==> config.mk <==
export PLATFORM = sky130hd
export DESIGN_NAME = alu_issue_stage_flat
export DESIGN_NICKNAME = d
export VERILOG_FILES = /design/src/rtl/alu_pkg.sv /design/src/rtl/alu_issue_stage_if.sv /design/src/rtl/alu_issue_stage.sv /design/src/flat_wrapper.sv
export SDC_FILE = /design/constraint.sdc
export NUM_CORES = 1
export LEC_CHECK = 0
export ABC_AREA = 1
export CAP_MARGIN = 20
export CORE_ASPECT_RATIO = 1.25
export CORE_MARGIN = 2
export CORE_UTILIZATION = 38
export CTS_CLUSTER_DIAMETER = 120
export CTS_CLUSTER_SIZE = 12
export DETAILED_ROUTE_END_ITERATION = 10
export GPL_TIMING_DRIVEN = 0
export PLACE_DENSITY_LB_ADDON = 0.05
export SETUP_SLACK_MARGIN = 0.15
export SLEW_MARGIN = 20
export SYNTH_ARGS = -nofsm -noshare
export SYNTH_HDL_FRONTEND = slang
export SYNTH_SLANG_ARGS = --single-unit
==> constraint.sdc <==
create_clock -name clk -period 1.1 [get_ports clk]
set_input_delay 0.11 -clock clk [delete_from_list [all_inputs] [get_ports clk]]
set_output_delay 0.11 -clock clk [all_outputs]
set_load 0.1 [all_outputs]
==> src/rtl/alu_pkg.sv <==
// Shared opcode, state and helper definitions for the ALU issue stage and its ALU.
package alu_pkg;

    localparam logic [2:0] OP_ADD  = 3'b000;
    localparam logic [2:0] OP_SUB  = 3'b001;
    localparam logic [2:0] OP_AND  = 3'b010;
    localparam logic [2:0] OP_OR   = 3'b011;
    localparam logic [2:0] OP_ANDN = 3'b100;
    localparam logic [2:0] OP_LAST = 3'b100;

    typedef enum logic [1:0] {
        IDLE = 2'd0,
        EXEC = 2'd1,
        DONE = 2'd2
    } state_t;

    function automatic logic is_illegal_op(input logic [2:0] sel);
        return sel > OP_LAST;
    endfunction

endpackage

==> src/rtl/alu_issue_stage_if.sv <==
// Command and result handshake bundle of the ALU issue stage.
interface alu_issue_stage_if #(
    parameter int DATA_W = 8
);
    logic              cmd_valid;
    logic              cmd_ready;
    logic [DATA_W-1:0] cmd_a;
    logic [DATA_W-1:0] cmd_b;
    logic [2:0]        cmd_sel;
    logic              cmd_chain;

    logic              res_valid;
    logic              res_ready;
    logic [DATA_W-1:0] res_data;
    logic              res_zero;
    logic              res_err;

    // master issues commands and consumes results; slave is the stage
    modport master (
        output cmd_valid, cmd_a, cmd_b, cmd_sel, cmd_chain, res_ready,
        input  cmd_ready, res_valid, res_data, res_zero, res_err
    );

    modport slave (
        input  cmd_valid, cmd_a, cmd_b, cmd_sel, cmd_chain, res_ready,
        output cmd_ready, res_valid, res_data, res_zero, res_err
    );

endinterface

==> src/rtl/alu_issue_stage.sv <==
// Registers commands onto an external ALU, captures its result one cycle later
// and offers it on a result handshake; keeps an accumulator for chained ops.
module alu_issue_stage
    import alu_pkg::*;
#(
    parameter int DATA_W = 8
) (
    input  logic              clk,
    input  logic              rst,
    alu_issue_stage_if.slave  bus,
    output logic [DATA_W-1:0] alu_a_o,
    output logic [DATA_W-1:0] alu_b_o,
    output logic [2:0]        alu_sel_o,
    input  logic [DATA_W-1:0] alu_result_i,
    input  logic              alu_zero_i,
    output logic [7:0]        op_count_o
);

    state_t            state_q;
    logic [DATA_W-1:0] alu_a_q;
    logic [DATA_W-1:0] alu_b_q;
    logic [2:0]        alu_sel_q;
    logic              err_q;
    logic [DATA_W-1:0] acc_q;
    logic [DATA_W-1:0] res_data_q;
    logic              res_zero_q;
    logic              res_err_q;
    logic [7:0]        op_count_q;

    logic              accept;
    logic [DATA_W-1:0] alu_a_d;
    logic              err_d;

    // Handshake flags are decoded straight from state so they can never overlap.
    assign bus.cmd_ready = (state_q == IDLE);
    assign bus.res_valid = (state_q == DONE);
    assign bus.res_data  = res_data_q;
    assign bus.res_zero  = res_zero_q;
    assign bus.res_err   = res_err_q;

    assign alu_a_o    = alu_a_q;
    assign alu_b_o    = alu_b_q;
    assign alu_sel_o  = alu_sel_q;
    assign op_count_o = op_count_q;

    assign accept  = bus.cmd_valid && (state_q == IDLE);
    assign alu_a_d = bus.cmd_chain ? acc_q : bus.cmd_a;
    assign err_d   = is_illegal_op(bus.cmd_sel);

    always_ff @(posedge clk or posedge rst) begin
        if (rst) begin
            state_q    <= IDLE;
            alu_a_q    <= '0;
            alu_b_q    <= '0;
            alu_sel_q  <= '0;
            err_q      <= 1'b0;
            acc_q      <= '0;
            res_data_q <= '0;
            res_zero_q <= 1'b0;
            res_err_q  <= 1'b0;
            op_count_q <= '0;
        end else begin
            case (state_q)
                IDLE: begin
                    if (accept) begin
                        alu_a_q   <= alu_a_d;
                        alu_b_q   <= bus.cmd_b;
                        alu_sel_q <= bus.cmd_sel;
                        err_q     <= err_d;
                        state_q   <= EXEC;
                    end
                end
                EXEC: begin
                    // Illegal opcodes still go through the ALU, which returns 0.
                    res_data_q <= alu_result_i;
                    res_zero_q <= alu_zero_i;
                    res_err_q  <= err_q;
                    acc_q      <= alu_result_i;
                    state_q    <= DONE;
                end
                DONE: begin
                    if (bus.res_ready) begin
                        op_count_q <= op_count_q + 8'd1;
                        state_q    <= IDLE;
                    end
                end
                default: state_q <= IDLE;
            endcase
        end
    end

endmodule

==> src/flat_wrapper.sv <==
// flat-port wrapper written by rule: the top's interface ports become plain ports
module alu_issue_stage_flat import alu_pkg::*;
#(
    parameter int DATA_W = 8
)
  (clk, rst, alu_a_o, alu_b_o, alu_sel_o, alu_result_i, alu_zero_i, op_count_o, bus_cmd_valid, bus_cmd_a, bus_cmd_b, bus_cmd_sel, bus_cmd_chain, bus_res_ready, bus_cmd_ready, bus_res_valid, bus_res_data, bus_res_zero, bus_res_err);
  alu_issue_stage_if #(.DATA_W(DATA_W)) bus_i ();
  input  logic clk;
  input  logic rst;
  output logic [DATA_W-1:0] alu_a_o;
  output logic [DATA_W-1:0] alu_b_o;
  output logic [2:0] alu_sel_o;
  input  logic [DATA_W-1:0] alu_result_i;
  input  logic alu_zero_i;
  output logic [7:0] op_count_o;
  input wire logic [$bits(bus_i.cmd_valid)-1:0] bus_cmd_valid;
  input wire logic [$bits(bus_i.cmd_a)-1:0] bus_cmd_a;
  input wire logic [$bits(bus_i.cmd_b)-1:0] bus_cmd_b;
  input wire logic [$bits(bus_i.cmd_sel)-1:0] bus_cmd_sel;
  input wire logic [$bits(bus_i.cmd_chain)-1:0] bus_cmd_chain;
  input wire logic [$bits(bus_i.res_ready)-1:0] bus_res_ready;
  output wire logic [$bits(bus_i.cmd_ready)-1:0] bus_cmd_ready;
  output wire logic [$bits(bus_i.res_valid)-1:0] bus_res_valid;
  output wire logic [$bits(bus_i.res_data)-1:0] bus_res_data;
  output wire logic [$bits(bus_i.res_zero)-1:0] bus_res_zero;
  output wire logic [$bits(bus_i.res_err)-1:0] bus_res_err;
  assign bus_i.cmd_valid = bus_cmd_valid;
  assign bus_i.cmd_a = bus_cmd_a;
  assign bus_i.cmd_b = bus_cmd_b;
  assign bus_i.cmd_sel = bus_cmd_sel;
  assign bus_i.cmd_chain = bus_cmd_chain;
  assign bus_i.res_ready = bus_res_ready;
  assign bus_cmd_ready = bus_i.cmd_ready;
  assign bus_res_valid = bus_i.res_valid;
  assign bus_res_data = bus_i.res_data;
  assign bus_res_zero = bus_i.res_zero;
  assign bus_res_err = bus_i.res_err;
  alu_issue_stage #(.DATA_W(DATA_W)) u_core (.clk(clk), .rst(rst), .bus(bus_i), .alu_a_o(alu_a_o), .alu_b_o(alu_b_o), .alu_sel_o(alu_sel_o), .alu_result_i(alu_result_i), .alu_zero_i(alu_zero_i), .op_count_o(op_count_o));
endmodule
==> results of run 1 <==
[worst max-delay path by stage]
stage / startpoint / end / cells after the start
2_1_floorplan: u_core.state_q[0] / u_core.alu_a_o[0] / 4
3_3_place_gp: u_core.state_q[1] / bus_res_valid / 3
3_5_place_dp: u_core.state_q[1] / bus_res_valid / 3
4_1_cts: u_core.state_q[0] / bus_cmd_ready / 2
5_1_grt: u_core.state_q[1] / u_core.alu_b_o[3] / 5
6_report: u_core.state_q[1] / bus_res_valid / 3
[Yosys cell counts]
master and count:
o21ai_0 2, mux2_2 9, nand2_4 1, dfrtp_1 40
nand3_1 7, nor2_2 2, nor3_1 1, inv_1 11
nand3b_1 1, o31ai_1 7, nor2_1 18, ha_1 1
buf_6 3, o22ai_1 1, nor2_4 1, xor2_1 2
o31ai_2 1, buf_2 2, nand2_1 56, inv_2 1
xnor2_1 2
[repair_timing]
action                     CTS  global route
gates resized for setup    345            15
setup buffers               19             3
cloned                       0             1
pin swaps                    8             1
setup endpoints to repair   79           119
hold endpoints to repair     0             0
[stage by stage]
step | utilization [%] | std cells | cell area (µm²) | setup TNS, ps
floorplan | - | 169 | 1800 | -10470
global placement | 59.5 | 297 | 2570 | -29940
detailed placement | 59.5 | 297 | 2570 | -29910
CTS | 73.1 | 324 | 3160 | -2700
global route | 75.3 | 328 | 3260 | -5940
finish | 75.3 | 328 | 3260 | -2540
[sequential cells by signal, summed over array words and instances (netlist names)]
name and count:
u_core.op_count_o 8, u_core.bus.res_zero 1, u_core.alu_sel_o 3, u_core.alu_b_o 8, u_core.state_q 2, u_core.alu_a_o 8, u_core.acc_q 8, u_core.err_q 1
u_core.bus.res_err 1
[area by class of cell]
cell class / count / area [µm²] / area share, %
Buffer: 5 / 50.0 / 1.54
Tap cell: 58 / 72.6 / 2.23
Multi-Input combinational cell: 112 / 673 / 20.7
Inverter: 12 / 48.8 / 1.50
Sequential cell: 40 / 1070 / 32.7
Clock buffer: 7 / 76.3 / 2.34
Clock inverter: 1 / 5.00 / 0.154
Timing Repair inverter: 1 / 7.51 / 0.231
Timing Repair Buffer: 92 / 1260 / 38.6
[cell families (layout without fill, tap and decap cells)]
family | Yosys count | in the layout
mux | 9 | 9
fa+ha+maj | 1 | 1
xor+xnor | 4 | 4
simple gates | 87 | 87
buf+inv | 17 | 118
compound gates | 11 | 11
flops | 40 | 40
[routing by layer]
metal	part of all wire [%]	vias up	GRT usage [%]	wire (µm)
li1	-	735	-	-
met1	40	728	22.6	1820
met2	54	42	34.9	2470
met3	4.4	7	5.16	203
met4	1.8	0	7.17	80
met5	0	-	0	0
[worst max-delay path: stages (launching register included)]
cell and delay (ps):
dfrtp_1 430, inv_2 80, nor2_4 150, buf_12 190
==> flow_summary.json, run 1 <==
{
  "holdPathStages": 3,
  "grt_antenna_before_repair": 0,
  "crit_path_start_kind": "flop",
  "rsz0062_at_grt": "yes",
  "clock_skew_ps": 6.44,
  "place_hpwl_um": 2750,
  "tightest_slew_ps": 479,
  "grt_max_degree": 41,
  "r2r_slack_ps": -110,
  "grt_pass1_vias": 1589,
  "synth_xor_area_share_pct": 2.08,
  "cts.sinks": 40,
  "synth.distinct_cells": 21,
  "initial_core_util_pct": 38.9,
  "ys_seq_area_share_pct": 59.6,
  "ys_top_cells_by_area": "dfrtp_1 (60%), nand2_1 (13%), mux2_2 (6.0%)",
  "gp_congestion": 0.691,
  "synthToLayoutAreaGrowth_pct": 93.7,
  "min_period_over_period_pct": 114,
  "core_mm2": 0.00432,
  "slew_violations": 0,
  "drive_above_1_share_pct": 51.5,
  "final.fill_count": 329,
  "avgViaCountPerCell": 4.61,
  "cp_max_fo": 3,
  "avgSynthCellArea_um2": 9.94,
  "reg2reg_depth": 4,
  "wl_um": 4570,
  "syn_inst": 169,
  "setup_viol": 36,
  "synth_top_family_by_area": "simple AND/OR/NAND/NOR gates",
  "rows": 27,
  "clk_latency_ps": 290,
  "final_common_cell": "nand2_1",
  "portBuffers": 70,
  "synthSimpleGateAreaFrac_pct": 21.4,
  "worstPathArrival_ps": 1140,
  "grt_util_all_layers_pct": 19.7,
  "die-area_mm2": 0.00497,
  "finalCriticalPeriod_ps": 1250,
  "cts_buffer_depth": 2,
  "status": "finished, violations left",
  "synthAdderAreaFrac_pct": 0.745,
  "drtIter0Drc": 47,
  "cts_hold_buf": 0,
  "drv_cap": 0,
  "nNetsFinal": 303,
  "worstReg2RegStart": "u_core.state_q[1]",
  "whs_endpoint": "u_core.alu_a_o[2]",
  "slew_headroom_pct": 68.0,
  "n_antenna_cell": 0,
  "reg2reg_to": "u_core.acc_q[1]",
  "fmax_mhz": 797,
  "cts_root_buf": "clkbuf_8",
  "htreeDepth": 2,
  "grt_first_pass_wirelength_um": 7580,
  "cts_tree": "done",
  "setup.worst_path.end_class": "output pin",
  "post-route-drc-count": 0,
  "report.final.hold_viol_count": 0,
  "wl_per_cell_um": 13.9,
  "pin_count": 72,
  "overflow": 0,
  "dieHeight_um": 78.3,
  "hp-class": "in2reg",
  "synth_nets": 203,
  "yosys.area.top_type_share_pct": 59.6,
  "yosys_warnings": 0,
  "hold_ws_ps": 184,
  "synth_top_area_cell": "dfrtp_1",
  "violations": "negative setup slack",
  "fin_ws_ps": -155,
  "numCtsBuffers": 5,
  "critPathRequiredTime_ps": 990,
  "dr.pass1.iters": 4,
  "postRouteAntennaNets": 0,
  "synth_compound_area_share_pct": 4.84,
  "critPathKind": "reg2out",
  "synth_area_mm2": 0.00168,
  "synthMuxAreaShare_pct": 6.03,
  "synth_seq_cells": 40,
  "layout_common_cells": "nand2_1 (54), buf_12 (39), clkdlybuf4s50_1 (31), dfrtp_2 (31), buf_4 (23)",
  "via_count": 1512,
  "clk_pin_slew_ps": 80,
  "min-delay-start": "bus_cmd_chain",
  "dieWidth_um": 63.5,
  "dp_slack_ps": -790
}
Power of run 1 is left out: the tool's default activity adds up to more than one toggle a clock period on the data nets, which glitch-free logic cannot reach.
==> inputs of run 2 (changes only) <==
- CORE_MARGIN: 2 -> 4
==> run 2 against run 1 <==
Against the previous run:
- the flow still finishes with violations (negative setup slack)
- wire length grew 6.4%
- clock skew shrank 0.90 ps
- cell count is the same
==> flow_summary.json, run 2 (same netlist as run 1, synthesis figures left out) <==
{
  "avgViaCountPerCell": 4.59,
  "wl_um": 4860,
  "postRouteAntennaNets": 0,
  "drv_cap": 0,
  "slew_headroom_pct": 68.5,
  "fmax_mhz": 801,
  "worstReg2RegStart": "u_core.state_q[1]",
  "grt_antenna_before_repair": 0,
  "holdPathStages": 3,
  "dieWidth_um": 67.5,
  "clk_latency_ps": 290,
  "critPathKind": "reg2out",
  "grt_first_pass_wirelength_um": 7940,
  "multi_input_area_um2": 678,
  "r2r_slack_ps": -120,
  "overflow": 0,
  "portBuffers": 70,
  "synthToLayoutAreaGrowth_pct": 94.8,
  "final.setup.tns_ps": -3150,
  "cts_tree": "done",
  "seq_area_mm2": 0.00107,
  "rsz0062_at_grt": "yes",
  "clk_pin_slew_ps": 80,
  "reg2reg_depth": 4,
  "min_period_over_period_pct": 113,
  "via_count": 1507,
  "worstPathArrival_ps": 1140,
  "crit_path_start_kind": "flop",
  "initial_core_util_pct": 40.4,
  "n_antenna_cell": 0,
  "dr.pass1.iters": 4,
  "drtIter0Drc": 42,
  "final_common_cell": "nand2_1",
  "dieHeight_um": 82.3,
  "pin_count": 72,
  "cts_root_buf": "clkbuf_8",
  "wl_per_cell_um": 14.8,
  "die-area_mm2": 0.00556,
  "grt_pass1_vias": 1666,
  "fin_ws_ps": -148,
  "finalCriticalPeriod_ps": 1250,
  "tightest_slew_ps": 472,
  "setup_viol": 36,
  "critPathRequiredTime_ps": 990,
  "slew_violations": 0,
  "final.fill_count": 282,
  "reg2reg_to": "u_core.acc_q[3]",
  "clock_skew_ps": 5.53,
  "drive_above_1_share_pct": 53.3,
  "gp_congestion": 0.757,
  "grt_util_all_layers_pct": 19.4,
  "htreeDepth": 2,
  "report.final.hold_viol_count": 0,
  "numCtsBuffers": 5,
  "cts.sinks": 40,
  "grt_max_degree": 21,
  "post-route-drc-count": 0,
  "core_mm2": 0.00416,
  "place_hpwl_um": 3160,
  "hp-class": "in2reg",
  "whs_endpoint": "u_core.alu_a_o[1]",
  "status": "finished, violations left",
  "layout_common_cells": "nand2_1 (53), buf_12 (37), clkdlybuf4s50_1 (31), dfrtp_2 (31), buf_4 (23)",
  "cts_buffer_depth": 2,
  "min-delay-start": "bus_cmd_chain",
  "violations": "negative setup slack",
  "rows": 26,
  "cp_max_fo": 4,
  "setup.worst_path.end_class": "output pin",
  "nNetsFinal": 305
}
-- run 2: cell type report --
| cell class | instances | area share, % |
|---|---|---|
| clock inverters | 2 | 0.306 |
| flip-flops and latches | 40 | 32.6 |
| clock buffers | 6 | 2.52 |
| inverters | 12 | 1.57 |
| repair buffers | 94 | 38.5 |
| repair inverters | 1 | 0.229 |
| plain buffers | 5 | 1.41 |
| multi-input cells | 112 | 20.7 |
| well taps | 56 | 2.14 |
-- run 2: what timing repair did --
| item | in CTS | in global routing |
|---|---|---|
| resized for setup | 349 | 13 |
| setup buffers | 19 | 4 |
| pin swaps | 9 | 3 |
| setup endpoints to repair | 86 | 79 |
| cloned | 2 | 0 |
| hold buffers | 0 | 0 |
-- run 2: worst max-delay path, cell delays in order (launching register included) --
cell and delay [ps]:
dfrtp_2 470, nor2_4 180, buf_12 190
-- run 2: metrics by stage --
step / instances / cell area [µm²] / util [%] / worst slack (ps) / hold WS (ps)
6_report: 328 / 3270 / 78.6 / -148 / 212
5_1_grt: 328 / 3270 / 78.6 / -191 / 211
4_1_cts: 324 / 3190 / 76.6 / -124 / 201
3_5_place_dp: 295 / 2570 / 61.7 / -805 / 472
3_3_place_gp: 295 / 2570 / 61.7 / -796 / 469
2_1_floorplan: 169 / 1800 / - / -429 / 87.8
-- run 2: per-layer routing --
layer  vias up  track usage (%)  share of wire, %
met2        49             34.1                53
met5         -                0                 0
met4         0             7.30               1.8
met1       712             21.8                39
li1        738                -                 -
met3         8             5.82               5.8
-- run 2: worst max path at each step --
stage	start	endpoint	slack, ps	cells after the start
floorplan	u_core.state_q[0]	u_core.alu_a_o[0]	-430	4
global placement	u_core.state_q[1]	bus_res_valid	-800	3
detailed placement	u_core.state_q[1]	bus_res_valid	-810	3
CTS	u_core.state_q[0]	bus_cmd_ready	-120	2
global route	u_core.state_q[0]	u_core.alu_a_o[3]	-190	4
finish	u_core.state_q[0]	bus_cmd_ready	-150	2
Power of run 2 is left out for the same reason.
